===== config.mk =====
export PLATFORM = sky130hd
export DESIGN_NAME = alu_op_sequencer_flat
export DESIGN_NICKNAME = d
export VERILOG_FILES = /design/src/rtl/alu_op_sequencer_if.sv /design/src/rtl/alu_op_sequencer.sv /design/src/flat_wrapper.sv
export SDC_FILE = /design/constraint.sdc
export NUM_CORES = 1
export LEC_CHECK = 0
export CAP_MARGIN = 20
export CORE_UTILIZATION = 50
export CTS_CLUSTER_DIAMETER = 200
export CTS_CLUSTER_SIZE = 24
export DETAILED_ROUTE_END_ITERATION = 10
export PLACE_DENSITY = 0.78
export SETUP_SLACK_MARGIN = 0.3
export SLEW_MARGIN = 20
export SYNTH_ARGS = -nofsm -noshare
export SYNTH_HDL_FRONTEND = slang
export SYNTH_SLANG_ARGS = --single-unit

===== constraint.sdc =====
create_clock -name clock -period 2 [get_ports clock]
set_input_delay 0.4 -clock clock [delete_from_list [all_inputs] [get_ports clock]]
set_output_delay 0.4 -clock clock [all_outputs]
set_load 0.05 [all_outputs]

===== src/rtl/alu_op_sequencer_if.sv =====
// Control/datapath bundle for the ALU op sequencer.
// master is the sequencer side; slave is the control unit / datapath side.
interface alu_op_sequencer_if #(
    parameter int OPC_W = 5
);
    logic             start;
    logic [OPC_W-1:0] opcode;
    logic [3:0]       op;
    logic             RAout;
    logic             RBout;
    logic             Yin;
    logic             Zin;
    logic             ZLowout;
    logic             ZHighout;
    logic             Rin;
    logic             LOin;
    logic             HIin;
    logic             busy;
    logic             done;
    logic             err;

    modport master (
        input  start, opcode,
        output op, RAout, RBout, Yin, Zin, ZLowout, ZHighout,
        output Rin, LOin, HIin, busy, done, err
    );

    modport slave (
        output start, opcode,
        input  op, RAout, RBout, Yin, Zin, ZLowout, ZHighout,
        input  Rin, LOin, HIin, busy, done, err
    );
endinterface


===== src/rtl/alu_op_sequencer.sv =====
// ALU op sequencer: decodes the IR opcode and steps Y-load, ALU eval/Z-capture
// and Z-drain through a Moore FSM with registered strobes.
module alu_op_sequencer #(
    parameter int ALU_LATENCY = 1,
    parameter int OPC_W       = 5
) (
    input  logic                clock,
    input  logic                clear,
    alu_op_sequencer_if.master  bus
);
    typedef enum logic [2:0] {
        IDLE, LOADY, EVAL, WRLO, WRHI, DONE
    } state_t;

    typedef struct packed {
        logic       legal;
        logic       unary;
        logic       wide;
        logic [3:0] op;
    } dec_t;

    typedef struct packed {
        logic ra, rb, yin, zin, zlo, zhi;
        logic rin, lo, hi, busy, done, err;
    } ctl_t;

    localparam logic [3:0] LAST = 4'(ALU_LATENCY - 1);

    state_t     state, state_n;
    logic [3:0] cnt, cnt_n;
    logic [3:0] op_q, op_n;
    logic       unary_q, unary_n;
    logic       wide_q, wide_n;
    logic       ill_q, ill_n;
    ctl_t       ctl_q, ctl_n;
    dec_t       dec;

    function automatic dec_t decode(input logic [OPC_W-1:0] opc);
        dec_t d;
        d = '0;
        d.legal = 1'b1;
        unique case (1'b1)
            (opc == OPC_W'(3)):  d.op = 4'h4;
            (opc == OPC_W'(4)):  d.op = 4'h5;
            (opc == OPC_W'(5)):  d.op = 4'h0;
            (opc == OPC_W'(6)):  d.op = 4'h1;
            (opc == OPC_W'(7)):  d.op = 4'hB;
            (opc == OPC_W'(8)):  d.op = 4'hC;
            (opc == OPC_W'(9)):  d.op = 4'h8;
            (opc == OPC_W'(10)): d.op = 4'h9;
            (opc == OPC_W'(11)): d.op = 4'hA;
            (opc == OPC_W'(15)): begin d.op = 4'h6; d.wide = 1'b1; end
            (opc == OPC_W'(16)): begin d.op = 4'h7; d.wide = 1'b1; end
            (opc == OPC_W'(17)): begin d.op = 4'h2; d.unary = 1'b1; end
            (opc == OPC_W'(18)): begin d.op = 4'h3; d.unary = 1'b1; end
            default:             d.legal = 1'b0;
        endcase
        return d;
    endfunction

    assign dec = decode(bus.opcode);

    always_comb begin
        state_n = state;
        cnt_n   = '0;
        op_n    = op_q;
        unary_n = unary_q;
        wide_n  = wide_q;
        ill_n   = ill_q;
        ctl_n   = '0;
        unique case (state)
            IDLE: begin
                if (bus.start) begin
                    unary_n = dec.unary;
                    wide_n  = dec.wide;
                    ill_n   = ~dec.legal;
                    if (dec.legal) begin
                        op_n    = dec.op;
                        state_n = LOADY;
                    end else begin
                        state_n = DONE;
                    end
                end
            end
            LOADY: state_n = EVAL;
            EVAL: begin
                if (cnt == LAST) state_n = WRLO;
                else             cnt_n   = cnt + 4'd1;
            end
            WRLO: state_n = wide_n ? WRHI : DONE;
            WRHI: state_n = DONE;
            DONE: state_n = IDLE;
            default: state_n = IDLE;
        endcase
        // Strobes are decoded from the next state so they register in step with it.
        ctl_n.ra   = (state_n == LOADY);
        ctl_n.yin  = (state_n == LOADY);
        ctl_n.rb   = (state_n == EVAL) && !unary_n;
        ctl_n.zin  = (state_n == EVAL) && (cnt_n == LAST);
        ctl_n.zlo  = (state_n == WRLO);
        ctl_n.rin  = (state_n == WRLO) && !wide_n;
        ctl_n.lo   = (state_n == WRLO) && wide_n;
        ctl_n.zhi  = (state_n == WRHI);
        ctl_n.hi   = (state_n == WRHI);
        ctl_n.busy = (state_n != IDLE);
        ctl_n.done = (state_n == DONE);
        ctl_n.err  = (state_n == DONE) && ill_n;
    end

    always_ff @(posedge clock or posedge clear) begin
        if (clear) begin
            state   <= IDLE;
            cnt     <= '0;
            op_q    <= '0;
            unary_q <= 1'b0;
            wide_q  <= 1'b0;
            ill_q   <= 1'b0;
            ctl_q   <= '0;
        end else begin
            state   <= state_n;
            cnt     <= cnt_n;
            op_q    <= op_n;
            unary_q <= unary_n;
            wide_q  <= wide_n;
            ill_q   <= ill_n;
            ctl_q   <= ctl_n;
        end
    end

    assign bus.op       = op_q;
    assign bus.RAout    = ctl_q.ra;
    assign bus.RBout    = ctl_q.rb;
    assign bus.Yin      = ctl_q.yin;
    assign bus.Zin      = ctl_q.zin;
    assign bus.ZLowout  = ctl_q.zlo;
    assign bus.ZHighout = ctl_q.zhi;
    assign bus.Rin      = ctl_q.rin;
    assign bus.LOin     = ctl_q.lo;
    assign bus.HIin     = ctl_q.hi;
    assign bus.busy     = ctl_q.busy;
    assign bus.done     = ctl_q.done;
    assign bus.err      = ctl_q.err;
endmodule

===== src/flat_wrapper.sv =====
// flat-port wrapper written by rule: the top's interface ports become plain ports
module alu_op_sequencer_flat 
#(
    parameter int ALU_LATENCY = 1,
    parameter int OPC_W       = 5
)
  (clock, clear, bus_start, bus_opcode, bus_op, bus_RAout, bus_RBout, bus_Yin, bus_Zin, bus_ZLowout, bus_ZHighout, bus_Rin, bus_LOin, bus_HIin, bus_busy, bus_done, bus_err);
  alu_op_sequencer_if #(.OPC_W(OPC_W)) bus_i ();
  input  logic clock;
  input  logic clear;
  input wire logic [$bits(bus_i.start)-1:0] bus_start;
  input wire logic [$bits(bus_i.opcode)-1:0] bus_opcode;
  output wire logic [$bits(bus_i.op)-1:0] bus_op;
  output wire logic [$bits(bus_i.RAout)-1:0] bus_RAout;
  output wire logic [$bits(bus_i.RBout)-1:0] bus_RBout;
  output wire logic [$bits(bus_i.Yin)-1:0] bus_Yin;
  output wire logic [$bits(bus_i.Zin)-1:0] bus_Zin;
  output wire logic [$bits(bus_i.ZLowout)-1:0] bus_ZLowout;
  output wire logic [$bits(bus_i.ZHighout)-1:0] bus_ZHighout;
  output wire logic [$bits(bus_i.Rin)-1:0] bus_Rin;
  output wire logic [$bits(bus_i.LOin)-1:0] bus_LOin;
  output wire logic [$bits(bus_i.HIin)-1:0] bus_HIin;
  output wire logic [$bits(bus_i.busy)-1:0] bus_busy;
  output wire logic [$bits(bus_i.done)-1:0] bus_done;
  output wire logic [$bits(bus_i.err)-1:0] bus_err;
  assign bus_i.start = bus_start;
  assign bus_i.opcode = bus_opcode;
  assign bus_op = bus_i.op;
  assign bus_RAout = bus_i.RAout;
  assign bus_RBout = bus_i.RBout;
  assign bus_Yin = bus_i.Yin;
  assign bus_Zin = bus_i.Zin;
  assign bus_ZLowout = bus_i.ZLowout;
  assign bus_ZHighout = bus_i.ZHighout;
  assign bus_Rin = bus_i.Rin;
  assign bus_LOin = bus_i.LOin;
  assign bus_HIin = bus_i.HIin;
  assign bus_busy = bus_i.busy;
  assign bus_done = bus_i.done;
  assign bus_err = bus_i.err;
  alu_op_sequencer #(.ALU_LATENCY(ALU_LATENCY), .OPC_W(OPC_W)) u_core (.clock(clock), .clear(clear), .bus(bus_i));
endmodule

# After elaboration in Yosys (flattened, before gate mapping)
# Index checks and enable logic that the tools add are counted.
[classes]
add_sub_neg = 1
n_mul = 0
div_mod_pow = 0
n_lt_le_gt_ge = 0
n_eq_ne = 22
shifts = 0
n_mux = 17
bitwise = 1
n_reduce_logical = 15
[ops]
columns = ["op", "count"]
rows = [
  ["case mux 4 bit (12 select lines)", 1],
  ["equality test 5 x 4 -> 1 bit, second input constant", 5],
  ["equality test 5 x 3 -> 1 bit, second input constant", 4],
  ["equality test 5 bit, second input constant", 3],
  ["case mux 3 bit (5 select lines)", 1],
  ["OR reduction 13 bit", 1],
  ["equality test 3 x 2 -> 1 bit, second input constant", 4],
  ["two-way mux 1 bit", 10],
  ["equality test 3 bit, second input constant", 3],
  ["two-way mux 3 bit", 3],
  ["logical NOT 4 bit", 2],
  ["two-way mux 4 bit", 2],
  ["equality test 3 x 1 -> 1 bit, second input constant", 2],
  ["equality test 5 x 2 -> 1 bit, second input constant", 1],
  ["logical AND 1 bit", 5],
  ["adder 4 x 1 -> 4 bit, second input constant", 1],
  ["OR reduction 2 bit", 2],
  ["logical NOT 3 bit", 1],
  ["AND reduction 3 bit", 1],
  ["nonzero test 3 bit", 1],
  ["logical NOT 1 bit", 2],
  ["NOT 1 bit", 1],
]
[totals]
ff_bits = 24
latch_bits = 0
mem_bits_rw = 0
rom_bits = 0
output_inout_bits = 16
wordCells = 72
memories = 0

# Depth between registers and ports, before layout
[depth]
depth_word = 8
ltp_mapped = 6
ltp_nobuf = 6

# Worst setup path before layout
# Ideal clock, no wire load.
[synth_timing]
path_kind = "reg2reg"
start = "register u_core.state[1]"
end = "register u_core.op_q[2], in the netlist u_core.bus.op[2]"
setup_time_ns = 0.121
t_arrival_ns = 1.563
t_required_ns = 1.879
setup_slack_ns = 0.316
stages_incl_launch_ff = 5
synth_period_minus_slack_ns = 1.684
path_cell_list = "dfrtp_1 or4b_1 buf_6 o22a_1 a22o_1"
[synth_via]
elab_chain_cells = 2
[synth_rtl]
columns = ["element", "line", "text"]
rows = [
  ["start: declaration", "alu_op_sequencer.sv:29", "state_t state, state_n;"],
  ["start signal: assignment", "alu_op_sequencer.sv:120", "state <= state_n;"],
  ["logical NOT 3 bit", "alu_op_sequencer.sv:71", "unique case (state)"],
  ["AND reduction 3 bit (no source line)", "n/a", ""],
  ["end signal: assignment", "alu_op_sequencer.sv:122", "op_q <= op_n;"],
  ["end: declaration", "alu_op_sequencer.sv:31", "logic [3:0] op_q, op_n;"],
]
# Every way passes these cells.
# A chain may end at the register's enable or synchronous reset.

# Worst setup path after layout
[layout_timing]
start = "register u_core.state[0]"
end = "register u_core.op_q[2], in the netlist u_core.bus.op[2]"
# The elaborated chain is that of the path after synthesis.

==> impl_metrics.yaml <==
synth:
  synth_nets: 137
  syn_avg_cell_area_um2: 10.1
  seq_area_frac_synth_pct: 46.9
  synthTopCellsByArea: "dfrtp_1, nand2b_1, o21ai_0, inv_1, nand2_1"
  yosys.cell_count.top_type: "dfrtp_1"
  yosysTopAreaCellShare_pct: 46.9
  yosysWarningCount: 0
  yosysTopAreaCell: "dfrtp_1"
  ys.flop_type: "dfrtp_1"
  synth_area_mm2: 0.00128
  ys_ff_latch: 24
  synth-async-reset-ratio_pct: 100
  syn-instance-count: 127
  synth.distinct_cells: 43
  netlist_top_cells_count: "dfrtp_1, inv_1, nand2_1, nor2_1, o21ai_0"
  synth_edf_count: 0
clock_network:
  numCtsBuffers: 3
  cts_buffer_depth: 2
  cts_tree: "built"
  clk_latency_ns: 0.31
  clk_transition_reported_paths_ns: 0.13
  clock-sinks: 24
  cts_max_level: 1
  ctsRootBufferMaster: "clkbuf_4"
sta:
  finalHoldViolations: 0
  fin_skew_ns: 0.00657
  fin_crit_sh_pct: 82.2
  relSlewSlack_pct: 66.7
  hold_ws_ns: 0.408
  max_freq_mhz: 608
  worst_pin_slew_ns: 0.502
  rsz0062_at_grt: "true"
  setup_viol: 0
  fin_crit_ns: 1.64
  slew_viol_final: 0
power_and_ir_drop:
  finalPower_mw: 2.26
  power_switching_uw: 986
  cellPowerDensity_mw_per_mm2: 1300
  power.internal_mw: 1.27
  seq_power_share_pct: 32.0
  comb_power_share_pct: 52.6
  vdd_drop_max_v: 0.000928
  p_sw_share_pct: 43.7
  leakage_nw: 0.860
  p_clk_share_pct: 15.3
floorplan:
  start_util_pct: 55.2
  num_io_pins: 24
  fp.coreArea_mm2: 0.00232
  die_x_um: 52.6
  die_y_um: 52.6
  die_area_mm2: 0.00277
  rows: 17
global_route:
  grt_use_total_pct: 21.8
  antenna_found_initial: 0
  grt_max_degree: 25
  overflow: 0
  grt_pass1_vias: 1044
  grt_pass1_wl_um: 4430
setup_path:
  crit_fanout: 8
  path_cells: "buf_6, nor4b_4, buf_4, nand2b_1, o22a_1, a22o_1"
  critPathArrivalTime_ns: 1.86
  rrSetupSlack_ns: 0.36
  worstSetupStartpointType: "flop"
  critPathKind: "reg -> reg"
  crit_path_top_delay_cell: "dfrtp_1"
  slowest_delay_ns: 0.42
  endpoint_kind: "flop"
  critical_path_required_ns: 2.21
min_path:
  hp-class: "in -> async"
run_status:
  outcome: "finished clean"
finish:
  fillCellCount: 165
  drive_gt1_share_pct: 21.9
  finalNetCount: 180
  antenna_cells: 0
  area_growth_pct: 35.1
  layout.cells.non_filler: 197
run:
  cap_violations: 0
placed_design:
  portBuffers: 23
  dpl.cell_count: 189
  hpwl_um: 2020
  routabilityCongestion: 0.864
drt:
  vias: 1071
  drt-vias-per-instance: 5.44
  drt-total-wl_um: 2650
  ant_nets: 0
  drc: 0
  wl_per_cell_um: 13.5
  first_iter_violations: 21
  firstDrtPassIters: 4
==> power groups by stage <==
stage	clock network, mW	registers, mW	logic, mW
floorplan	0	1.08	0.444
global placement	0	0.724	1.17
detailed placement	0	0.733	1.19
CTS	0.353	0.721	1.15
global route	0.375	0.740	1.26
finish	0.346	0.722	1.19
==> what timing repair did <==
| action | CTS | global route |
|---|---|---|
| cloned | 0 | 0 |
| setup endpoints to repair | 18 | 6 |
| hold buffers | 0 | 0 |
| setup buffers | 1 | 3 |
| resized for setup | 18 | 7 |
| pin swaps | 2 | 3 |
==> area by class of cell <==
type / instances / area [um2] / area share (%)
Multi-Input combinational cell: 86 / 609 / 35.2
Sequential cell: 24 / 601 / 34.7
Timing Repair Buffer: 47 / 402 / 23.2
Tap cell: 28 / 35.0 / 2.03
Clock inverter: 1 / 30.0 / 1.74
Inverter: 8 / 30.0 / 1.74
Clock buffer: 3 / 22.5 / 1.30
==> final timing paths <==
path	from	to	cells after the start
max in group asynchronous	clear	u_core.bus.op[0]	3
setup reg to reg	u_core.state[0]	u_core.bus.op[2]	6
setup / recovery	u_core.state[0]	u_core.bus.op[2]	6
min in group clock	u_core.bus.op[0]	u_core.bus.op[0]	1
hold / removal	clear	u_core.bus.LOin	3
hold reg to reg	u_core.bus.op[0]	u_core.bus.op[0]	1
==> metal layers <==
metal | global-route usage [%] | routed length [um] | up-vias
li1 | - | - | 537
met1 | 28.5 | 1280 | 508
met2 | 37.3 | 1260 | 22
met3 | 2.90 | 83 | 4
met4 | 6.14 | 27 | 0
met5 | 0 | 0 | -
==> through the flow <==
stage,cell area (um2),TNS [ns],util [%],worst slack (ns)
2_1_floorplan,1280,0,-,0.316
3_3_place_gp,1650,-0.125,71.0,-0.0594
3_5_place_dp,1650,-0.218,71.0,-0.0797
4_1_cts,1690,0,73.1,0.292
5_1_grt,1730,0,74.6,0.285
6_report,1730,0,74.6,0.355
==> logic make-up (layout without fill, tap and decap cells) <==
| logic type | count (synthesis) | after routing | synth area share, % |
|---|---|---|---|
| XOR/XNOR | 5 | 5 | 3.42 |
| buffers and inverters | 17 | 59 | 6.16 |
| flip-flops | 24 | 24 | 46.9 |
| AND/OR/NAND/NOR | 45 | 45 | 20.6 |
| adder cells (fa/ha/maj) | 2 | 2 | 1.95 |
| AO/OA/AOI/OAI | 31 | 31 | 18.5 |
| multiplexers | 3 | 3 | 2.44 |
==> critical path: cells and delay by family, from the launching register on <==
family                 cells  cell delay, ns
AO/OA/AOI/OAI              2            0.44
flip-flops                 1            0.42
AND/OR/NAND/NOR            2            0.37
buffers and inverters      2            0.31
==> placed cells by master (no fill, tap or decap), types with 4 or more instances in the layout <==
master and n:
a21oi_1 4, nor3_1 4, dlygate4sd2_1 14, nor2_1 8, clkdlybuf4s50_1 6, inv_1 8
nand2_1 8, buf_4 21, nand2b_1 6, dfrtp_1 24, o21ai_0 7
Note: power is estimated with default switching activity, not from simulation.
